[config.mk]
export PLATFORM = sky130hd
export DESIGN_NAME = vga_out_pipe
export DESIGN_NICKNAME = d
export VERILOG_FILES = /design/src/rtl/vga_pkg.sv /design/src/rtl/en_delay.sv /design/src/rtl/vga_out_pipe.sv
export SDC_FILE = /design/constraint.sdc
export NUM_CORES = 1
export LEC_CHECK = 0
export BUFFER_PORTS_ARGS = -buffer_cell sky130_fd_sc_hd__buf_4
export CORE_ASPECT_RATIO = 1.25
export CORE_MARGIN = 5
export CORE_UTILIZATION = 35
export CTS_CLUSTER_DIAMETER = 60
export DETAILED_ROUTE_END_ITERATION = 7
export SLEW_MARGIN = 20
export SYNTH_ARGS = -nofsm -noshare
export SYNTH_HDL_FRONTEND = slang
export SYNTH_HIERARCHICAL = 1
export SYNTH_SLANG_ARGS = --single-unit
[constraint.sdc]
create_clock -name clk -period 1.76 [get_ports clk]
set_input_delay 0.088 -clock clk [delete_from_list [all_inputs] [get_ports clk]]
set_output_delay 0.088 -clock clk [all_outputs]
set_load 0.1 [all_outputs]
[src/rtl/vga_pkg.sv]
`default_nettype none
// ============================================================================
//  Module      : vga_pkg
//  Description : Shared constants and types for the VGA output pipeline:
//                PMOD bit positions, pipeline latency, 2:2:2 colour struct
//                and a helper that packs colour plus syncs onto the PMOD bus.
//  Revision    : 1.0 - initial release
// ============================================================================
package vga_pkg;

  localparam int PIPE_LATENCY = 3;

  // Tiny VGA PMOD bus bit positions
  localparam int PMOD_R1 = 0;
  localparam int PMOD_G1 = 1;
  localparam int PMOD_B1 = 2;
  localparam int PMOD_VS = 3;
  localparam int PMOD_R0 = 4;
  localparam int PMOD_G0 = 5;
  localparam int PMOD_B0 = 6;
  localparam int PMOD_HS = 7;

  // Blank colour with both syncs inactive (high)
  localparam logic [7:0] PMOD_IDLE = 8'h88;

  typedef struct packed {
    logic [1:0] r;
    logic [1:0] g;
    logic [1:0] b;
  } rgb222_t;

  function automatic logic [7:0] pmod_pack(input rgb222_t c, input logic hs, input logic vs);
    logic [7:0] bus;
    bus          = '0;
    bus[PMOD_R1] = c.r[1];
    bus[PMOD_G1] = c.g[1];
    bus[PMOD_B1] = c.b[1];
    bus[PMOD_VS] = vs;
    bus[PMOD_R0] = c.r[0];
    bus[PMOD_G0] = c.g[0];
    bus[PMOD_B0] = c.b[0];
    bus[PMOD_HS] = hs;
    return bus;
  endfunction

endpackage
`default_nettype wire

[src/rtl/en_delay.sv]
`default_nettype none
// ============================================================================
//  Module      : en_delay
//  Description : Enable-gated shift register of DEPTH stages. Stages move
//                only when en=1 and load RESET_VAL on synchronous reset.
//  Revision    : 1.0 - initial release
// ============================================================================
module en_delay #(
  parameter int               WIDTH     = 1,
  parameter int               DEPTH     = 1,
  parameter logic [WIDTH-1:0] RESET_VAL = '0
) (
  input  logic             clk,
  input  logic             reset,
  input  logic             en,
  input  logic [WIDTH-1:0] din,
  output logic [WIDTH-1:0] dout
);

  logic [WIDTH-1:0] stage_q [DEPTH];
  logic [WIDTH-1:0] stage_d [DEPTH];

  // Shift by one stage on enable, otherwise every stage holds
  always_comb begin
    for (int i = 0; i < DEPTH; i++) begin
      stage_d[i] = stage_q[i];
    end
    if (en) begin
      stage_d[0] = din;
      for (int i = 1; i < DEPTH; i++) begin
        stage_d[i] = stage_q[i-1];
      end
    end
  end

  generate
    for (genvar s = 0; s < DEPTH; s++) begin : g_stage
      // Stage register; reset wins over enable
      always_ff @(posedge clk) begin
        if (reset) stage_q[s] <= RESET_VAL;
        else       stage_q[s] <= stage_d[s];
      end
    end
  endgenerate

  assign dout = stage_q[DEPTH-1];

endmodule
`default_nettype wire

[src/rtl/vga_out_pipe.sv]
`default_nettype none
// ============================================================================
//  Module      : vga_out_pipe
//  Description : Three-stage enable-gated VGA output pipe. S1 captures the
//                scanner position/syncs and the frame count, S2 forms the
//                XOR+frame pattern, S3 drives the PMOD bus. Syncs, active
//                and the valid bit travel alongside in an en_delay line so
//                every field of the bus has the same latency.
//  Revision    : 1.0 - initial release
// ============================================================================
module vga_out_pipe
  import vga_pkg::*;
#(
  parameter int FRAME_BITS = 8
) (
  input  logic                  clk,
  input  logic                  reset,
  input  logic                  en,
  input  logic signed [10:0]    x,
  input  logic signed [9:0]     y,
  input  logic                  active,
  input  logic                  hsync,
  input  logic                  vsync,
  input  logic                  new_frame,
  output logic [7:0]            uo_out,
  output logic [FRAME_BITS-1:0] frame
);

  // Sideband word: {valid, active, hsync, vsync}; syncs idle high
  localparam int               SIDE_W     = 4;
  localparam logic [SIDE_W-1:0] SIDE_RESET = 4'b0011;

  logic [FRAME_BITS-1:0] frame_q, frame_d;
  logic [5:0]            xs_q, xs_d;     // S1: x[8:3]
  logic [5:0]            ys_q, ys_d;     // S1: y[7:2]
  logic [5:0]            fs_q, fs_d;     // S1: frame[5:0] at capture time
  logic [5:0]            p_q, p_d;       // S2: pattern
  logic [7:0]            uo_q, uo_d;     // S3: PMOD bus

  logic [SIDE_W-1:0]     side_s2;
  logic                  valid_s2, active_s2, hsync_s2, vsync_s2;
  rgb222_t               colour;

  // Only these slices of the position feed the pattern
  logic unused_pos_bits;
  assign unused_pos_bits = ^{x[10:9], x[2:0], y[9:8], y[1:0]};

  // Valid/active/sync delayed to line up with the S2 pattern register
  en_delay #(
    .WIDTH     (SIDE_W),
    .DEPTH     (PIPE_LATENCY - 1),
    .RESET_VAL (SIDE_RESET)
  ) u_side_delay (
    .clk   (clk),
    .reset (reset),
    .en    (en),
    .din   ({1'b1, active, hsync, vsync}),
    .dout  (side_s2)
  );

  assign {valid_s2, active_s2, hsync_s2, vsync_s2} = side_s2;

  // Next-state for frame counter and all three stages; hold when en=0
  always_comb begin
    frame_d = frame_q;
    xs_d    = xs_q;
    ys_d    = ys_q;
    fs_d    = fs_q;
    p_d     = p_q;
    uo_d    = uo_q;
    colour  = '0;
    if (valid_s2 && active_s2) begin
      colour = rgb222_t'(p_q);
    end
    if (en) begin
      if (new_frame) begin
        frame_d = frame_q + FRAME_BITS'(1);
      end
      xs_d = x[8:3];
      ys_d = y[7:2];
      fs_d = frame_q[5:0];
      p_d  = (xs_q ^ ys_q) + fs_q;
      uo_d = pmod_pack(colour,
                       valid_s2 ? hsync_s2 : 1'b1,
                       valid_s2 ? vsync_s2 : 1'b1);
    end
  end

  // Pipeline and frame registers; reset discards everything in flight
  always_ff @(posedge clk) begin
    if (reset) begin
      frame_q <= '0;
      xs_q    <= '0;
      ys_q    <= '0;
      fs_q    <= '0;
      p_q     <= '0;
      uo_q    <= PMOD_IDLE;
    end else begin
      frame_q <= frame_d;
      xs_q    <= xs_d;
      ys_q    <= ys_d;
      fs_q    <= fs_d;
      p_q     <= p_d;
      uo_q    <= uo_d;
    end
  end

  assign uo_out = uo_q;
  assign frame  = frame_q;

endmodule
`default_nettype wire

==> results of run 1 <==
-- flip-flops by register name, indices dropped and copies added (netlist names) --
register and count:
frame 8, ys_q 6, xs_q 6, u_side_delay/stage_q 8, p_q 6, uo_out 8, fs_q 6
-- per-stage QoR --
step | total power [mW] | setup WS (ns) | utilization [%] | instances | hold WS, ns
6_report | 1.995 | 0.04896 | 43.00 | 311 | 0.02317
3_3_place_gp | 1.408 | 0.04004 | 41.04 | 301 | 0.2954
4_1_cts | 2.023 | 0.002645 | 42.74 | 310 | 0.01932
5_1_grt | 2.108 | -0.07562 | 43.00 | 311 | 0.02544
2_1_floorplan | 1.346 | 0.05122 | - | 210 | 0.2103
3_5_place_dp | 1.412 | 0.02377 | 41.04 | 301 | 0.2999
-- power by group through the flow --
stage	Sequential, mW	Combinational (mW)	Clock (mW)
3_5_place_dp	1.18	0.232	0
5_1_grt	1.16	0.263	0.685
6_report	1.15	0.235	0.606
2_1_floorplan	1.20	0.150	0
4_1_cts	1.15	0.237	0.633
3_3_place_gp	1.18	0.230	0
-- routing by layer --
metal | share of wire, % | vias up | wire (um) | global-route usage (%)
met2 | 48 | 27 | 1753 | 18.64
met5 | 0 | - | 0 | 0
met1 | 45 | 683 | 1661 | 12.15
li1 | - | 777 | - | -
met3 | 5.3 | 5 | 195 | 3.214
met4 | 1.5 | 0 | 55 | 4.373
-- logic make-up after synthesis --
group / count (synthesis) / share of synthesized area [%]
AOI/OAI and AO/OA: 27 / 8.786
xor gates and xnor gates: 14 / 5.979
adders and majority gates: 7 / 4.637
buffers and inverters: 16 / 3.783
DFF: 48 / 46.86
muxes: 24 / 11.71
other: 1 / 0.1829
and+or+nand+nor: 73 / 18.06
-- worst max-delay path: stages, from the launching register on --
cell and delay [ns]:
dfxtp_2 0.34, xor2_1 0.16, ha_2 0.21, inv_2 0.04
fa_2 0.33, nor2b_1 0.11, o21a_1 0.15, nor3_1 0.05
o32ai_1 0.23
-- what timing repair did --
item                                    CTS  global route
hold buffers                              2             0
setup buffers                             0             1
hold endpoints to repair                  2             0
gates resized for setup                   0             5
endpoints found under the setup margin    0             2
-- worst min path at each step --
stage | startpoint | end | slack, ns | depth (start not counted)
2_1_floorplan | hsync | u_side_delay/stage_q[0][1]$_SDFFE_PP1P_ | 0.21 | 1
3_3_place_gp | hsync | u_side_delay/stage_q[0][1]$_SDFFE_PP1P_ | 0.30 | 2
3_5_place_dp | hsync | u_side_delay/stage_q[0][1]$_SDFFE_PP1P_ | 0.30 | 2
4_1_cts | x[5] | xs_q[2]$_SDFFE_PP0P_ | 0.02 | 3
5_1_grt | x[3] | xs_q[0]$_SDFFE_PP0P_ | 0.03 | 3
6_report | x[5] | xs_q[2]$_SDFFE_PP0P_ | 0.02 | 3
-- synthesized netlist by cell type (all sizes together) (2+ instances only) --
cell,count,share of area [%]
dfxtp,48,47
nor2,30,5.5
mux2i,24,12
nand2b,12,3.7
nand3,12,2.9
a21oi,11,2.7
xor2,9,3.8
clkbuf,7,1.3
ha,6,3.7
buf,5,1.8
nand2,5,1.0
xnor2,5,2.1
a211o,4,1.7
inv,4,0.73
nor2b,4,1.5
nor3,3,0.73
o22ai,3,0.92
o21a,2,0.73
o21ai,2,0.49
o32ai,2,1.2
or3,2,0.61
-- cell type report --
| type | count | share of cell area (%) |
|---|---|---|
| repair buffers | 40 | 12.37 |
| clock inverters | 1 | 0.2027 |
| multi-input cells | 146 | 41.21 |
| well taps | 66 | 3.345 |
| clock buffers | 6 | 2.940 |
| flip-flops and latches | 48 | 39.33 |
| inverters | 4 | 0.6082 |
==> impl_metrics.ini, run 1 <==
[synth]
syn_nets = 245
yosysUniqueCellTypes = 36
yosysSeqAreaShare_pct = 46.86
synth-main-ff-cell = dfxtp_1
syn_avg_cell_area_sq_um = 9.765
synth_edf_count = 0
ys_ff_latch = 48
synth_cells = 210
yosysWarnings = 6
synth.cell_area_sq_mm = 0.002051
ys_async_sr_fraction_pct = 0

[sta]
grt_setup_unrepaired = true
clock_skew_ns = 0.003473
fin_tns_setup_ns = 0
fin_crit_sh_pct = 97.22
max_freq_mhz = 584.4
hold_violations = 0
maxSlewViolCount = 0
min_period_ns = 1.711
setup-violations-final = 0

[die]
start_util_pct = 35.72
fp.dieW_um = 78.47
rows = 31
die_height_um = 95.58
die_area_sq_mm = 0.007500
core_area_sq_mm = 0.005741
ioPinCount = 44

[clock_tree]
cts-root-buf = clkbuf_8
numCtsBuffers = 5
cts_buffer_depth = 2
cts_tree = yes
clk_latency_ns = 0.29
path_clk_slew_ns = 0.08
cts_num_sinks = 48
h-tree-depth = 2

[finish]
drive_gt1_share_pct = 24.90
final_common_cell = dfxtp_1
nets = 280
diodes = 0
nFillCells = 591
finalInstanceArea_sq_mm = 0.002469
final_cell_mix = dfxtp_1, buf_4, nor2_1, mux2i_1
area_delta_synth_final_pct = 20.38
seqCellArea_sq_um = 970.9
multiInputGateArea_sq_mm = 0.001017

[power_and_ir_drop]
p_leak_nw = 1.056
p_seq_share_pct = 57.8
pwr-share-clk_pct = 30.4
net-switching-power_mw = 0.4853
p_int_mw = 1.510
irDropWorstVdd_mv = 0.4735
power_density_mw_per_mm2 = 808.2
switching_share_pct = 24.32
comb_power_share_pct = 11.8

[worst_setup_path]
cp_max_fo = 2
timing.rr.start = xs_q[0]$_SDFFE_PP0P_
startpoint_type = register
r2r_end = p_q[4]$_SDFFE_PP0P_
setup.worst_path.class = reg -> reg
crit_arrival_ns = 1.92
worstPathRequired_ns = 1.97
r2r_cells = 8
rrSetupSlack_ns = 0.05
worstSetupStartpoint = xs_q[0]$_SDFFE_PP0P_
end_kind = register
critPathCapture = p_q[4]$_SDFFE_PP0P_

[route]
first_pass_iters = 4
wl_per_cell_um = 11.78
drt_wl_total_um = 3665
route.detailed.drc = 0
postRouteAntennaNets = 0
dr_total_vias = 1492
drt-initial-drc-count = 86
viasPerCell = 4.797

[placed_design]
postPlaceCellArea_sq_mm = 0.002356
place_hpwl_um = 2568
gp_congestion = 0.7472
numPortBuffers = 34

[job]
maxCapViolations = 0

[global_route]
grt_use_total_pct = 10.67
grt_pass1_vias = 1455
grt-ovfl-total = 0
grt_pass1_wl_um = 6410
grt_max_degree = 50
grt_antenna_before_repair = 0

[min_path]
min_path_type = in -> reg

[status]
status = complete, no violations
Power figures use the tool's default switching activity.
==> run 2, diff against run 1 <==
==> constraint.sdc (replaced) <==
create_clock -name clk -period 1.7 [get_ports clk]
set_input_delay 0 -clock clk [delete_from_list [all_inputs] [get_ports clk]]
set_output_delay 0 -clock clk [all_outputs]
set_load 0.1 [all_outputs]
==> impl_metrics.ini, run 2 (same netlist as run 1, synthesis figures left out) <==
[placed_design]
gp_congestion = 0.7324
place_hpwl_um = 2611
numPortBuffers = 34
dpl.cell_count = 303

[route]
postRouteAntennaNets = 0
first_pass_iters = 4
drt_wl_total_um = 3778
viasPerCell = 4.738
dr_total_vias = 1554
route.detailed.drc = 0
wl_per_cell_um = 11.52
drt-initial-drc-count = 69

[finish]
final_common_cell = buf_4
final_core_util_pct = 46.49
nFillCells = 595
area_delta_synth_final_pct = 30.14
final_cell_mix = buf_4, dfxtp_1, nor2_1, mux2i_1, dlygate4sd3_1
drive_gt1_share_pct = 25.19
fin_cells = 328
nets = 296
diodes = 0

[die]
rows = 31
die_area_sq_mm = 0.007500
die_height_um = 95.58
core_area_sq_mm = 0.005741
fp.dieW_um = 78.47
start_util_pct = 35.72
ioPinCount = 44

[clock_tree]
cts_num_sinks = 48
cts_buffer_depth = 2
cts_tree = yes
cts-root-buf = clkbuf_8
numCtsBuffers = 5
clk_latency_ns = 0.30
h-tree-depth = 2
path_clk_slew_ns = 0.09

[power_and_ir_drop]
irDropWorstVdd_mv = 0.5299
power_density_mw_per_mm2 = 867.8
p_leak_nw = 1.145

[sta]
max_freq_mhz = 596.8
finalHoldWorstSlack_ns = 0.1411
clock_skew_ns = 0.006226
fin_crit_sh_pct = 98.57
hold_violations = 0
setup-violations-final = 0
maxSlewViolCount = 0
min_period_ns = 1.676
grt_setup_unrepaired = true

[worst_setup_path]
slowest_delay_ns = 0.34
startpoint_type = register
timing.rr.start = ys_q[0]$_SDFFE_PP0P_
end_kind = register
cp_max_fo = 2
path_buf_inv = 1
crit_cells = 8
crit_family = adder cells
critPathCapture = p_q[4]$_SDFFE_PP0P_
setup.worst_path.class = reg -> reg
worstSetupStartpoint = ys_q[0]$_SDFFE_PP0P_
cp_cell_sequence = xor2_1 -> ha_2 -> inv_2 -> fa_2 -> nor2b_1 -> o21a_1 -> nor3_1 -> o32ai_1
worstPathRequired_ns = 1.91
rrSetupSlack_ns = 0.02
r2r_end = p_q[4]$_SDFFE_PP0P_
r2r_cells = 8
crit_arrival_ns = 1.89
crit_slowest_cell = dfxtp_2

[global_route]
grt_antenna_before_repair = 0
grt_pass1_vias = 1555
grt_max_degree = 50
grt_use_total_pct = 11.50
grt_pass1_wl_um = 6893
grt-ovfl-total = 0

[min_path]
min_path_type = in -> reg

[status]
status = complete, no violations

[job]
maxCapViolations = 0
-- run 2: routing by layer --
layer  share of wire (%)  vias up  global-route usage, %
met2                  48       26                  19.79
met5                   0        -                      0
met1                  44      705                  13.29
met3                 5.0        6                  3.214
met4                 2.0        0                  5.248
li1                    -      817                      -
-- run 2: per-stage QoR --
step	setup TNS (ns)	worst slack, ns	area (sq um)	total power [mW]
after floorplan	0	0.03642	2059	1.393
after global placement	-0.009913	-0.009913	2372	1.464
after detailed placement	-0.02962	-0.02962	2372	1.466
after CTS	-0.008409	-0.008409	2661	2.353
after global routing	-0.1386	-0.1004	2669	2.435
final	0	0.02426	2669	2.316
-- run 2: how the worst min path moves through the flow --
| stage | start | endpoint | slack, ns | depth (start not counted) |
|---|---|---|---|---|
| 2_1_floorplan | hsync | u_side_delay/stage_q[0][1]$_SDFFE_PP1P_ | 0.12 | 1 |
| 3_3_place_gp | hsync | u_side_delay/stage_q[0][1]$_SDFFE_PP1P_ | 0.21 | 2 |
| 3_5_place_dp | hsync | u_side_delay/stage_q[0][1]$_SDFFE_PP1P_ | 0.21 | 2 |
| 4_1_cts | en | uo_out[0]$_SDFFE_PP0P_ | 0.13 | 3 |
| 5_1_grt | reset | fs_q[1]$_SDFFE_PP0P_ | 0.16 | 2 |
| 6_report | reset | u_side_delay/stage_q[0][2]$_SDFFE_PP0P_ | 0.14 | 2 |
-- run 2: worst register-to-register path, stage by stage, from the launching register on --
cell	delay, ns
dfxtp_2	0.34
xor2_1	0.15
ha_2	0.20
inv_2	0.04
fa_2	0.33
nor2b_1	0.11
o21a_1	0.13
nor3_1	0.05
o32ai_1	0.24
-- run 2: final cells by class --
type | instances | area, sq um | area share [%]
Tap cell | 66 | 82.58 | 3.094
Sequential cell | 48 | 972.2 | 36.43
Multi-Input combinational cell | 146 | 1017 | 38.12
Clock inverter | 2 | 38.79 | 1.453
Timing Repair Buffer | 56 | 460.4 | 17.25
Clock buffer | 6 | 82.58 | 3.094
Inverter | 4 | 15.01 | 0.5626
-- run 2: timing repair --
action | CTS | global route
hold buffers | 16 | 0
endpoints found under the setup margin | 1 | 2
pin swaps | 4 | 3
gates resized for setup | 5 | 0
buffers inserted | 0 | 1
endpoints found under the hold margin | 16 | 0
-- run 2: power breakdown --
| group | total, mW | switching, mW | internal [mW] |
|---|---|---|---|
| Sequential | 1.19 | 0.0273 | 1.17 |
| Clock | 0.849 | 0.368 | 0.481 |
| Combinational | 0.273 | 0.133 | 0.140 |
| Total | 2.32 | 0.528 | 1.79 |
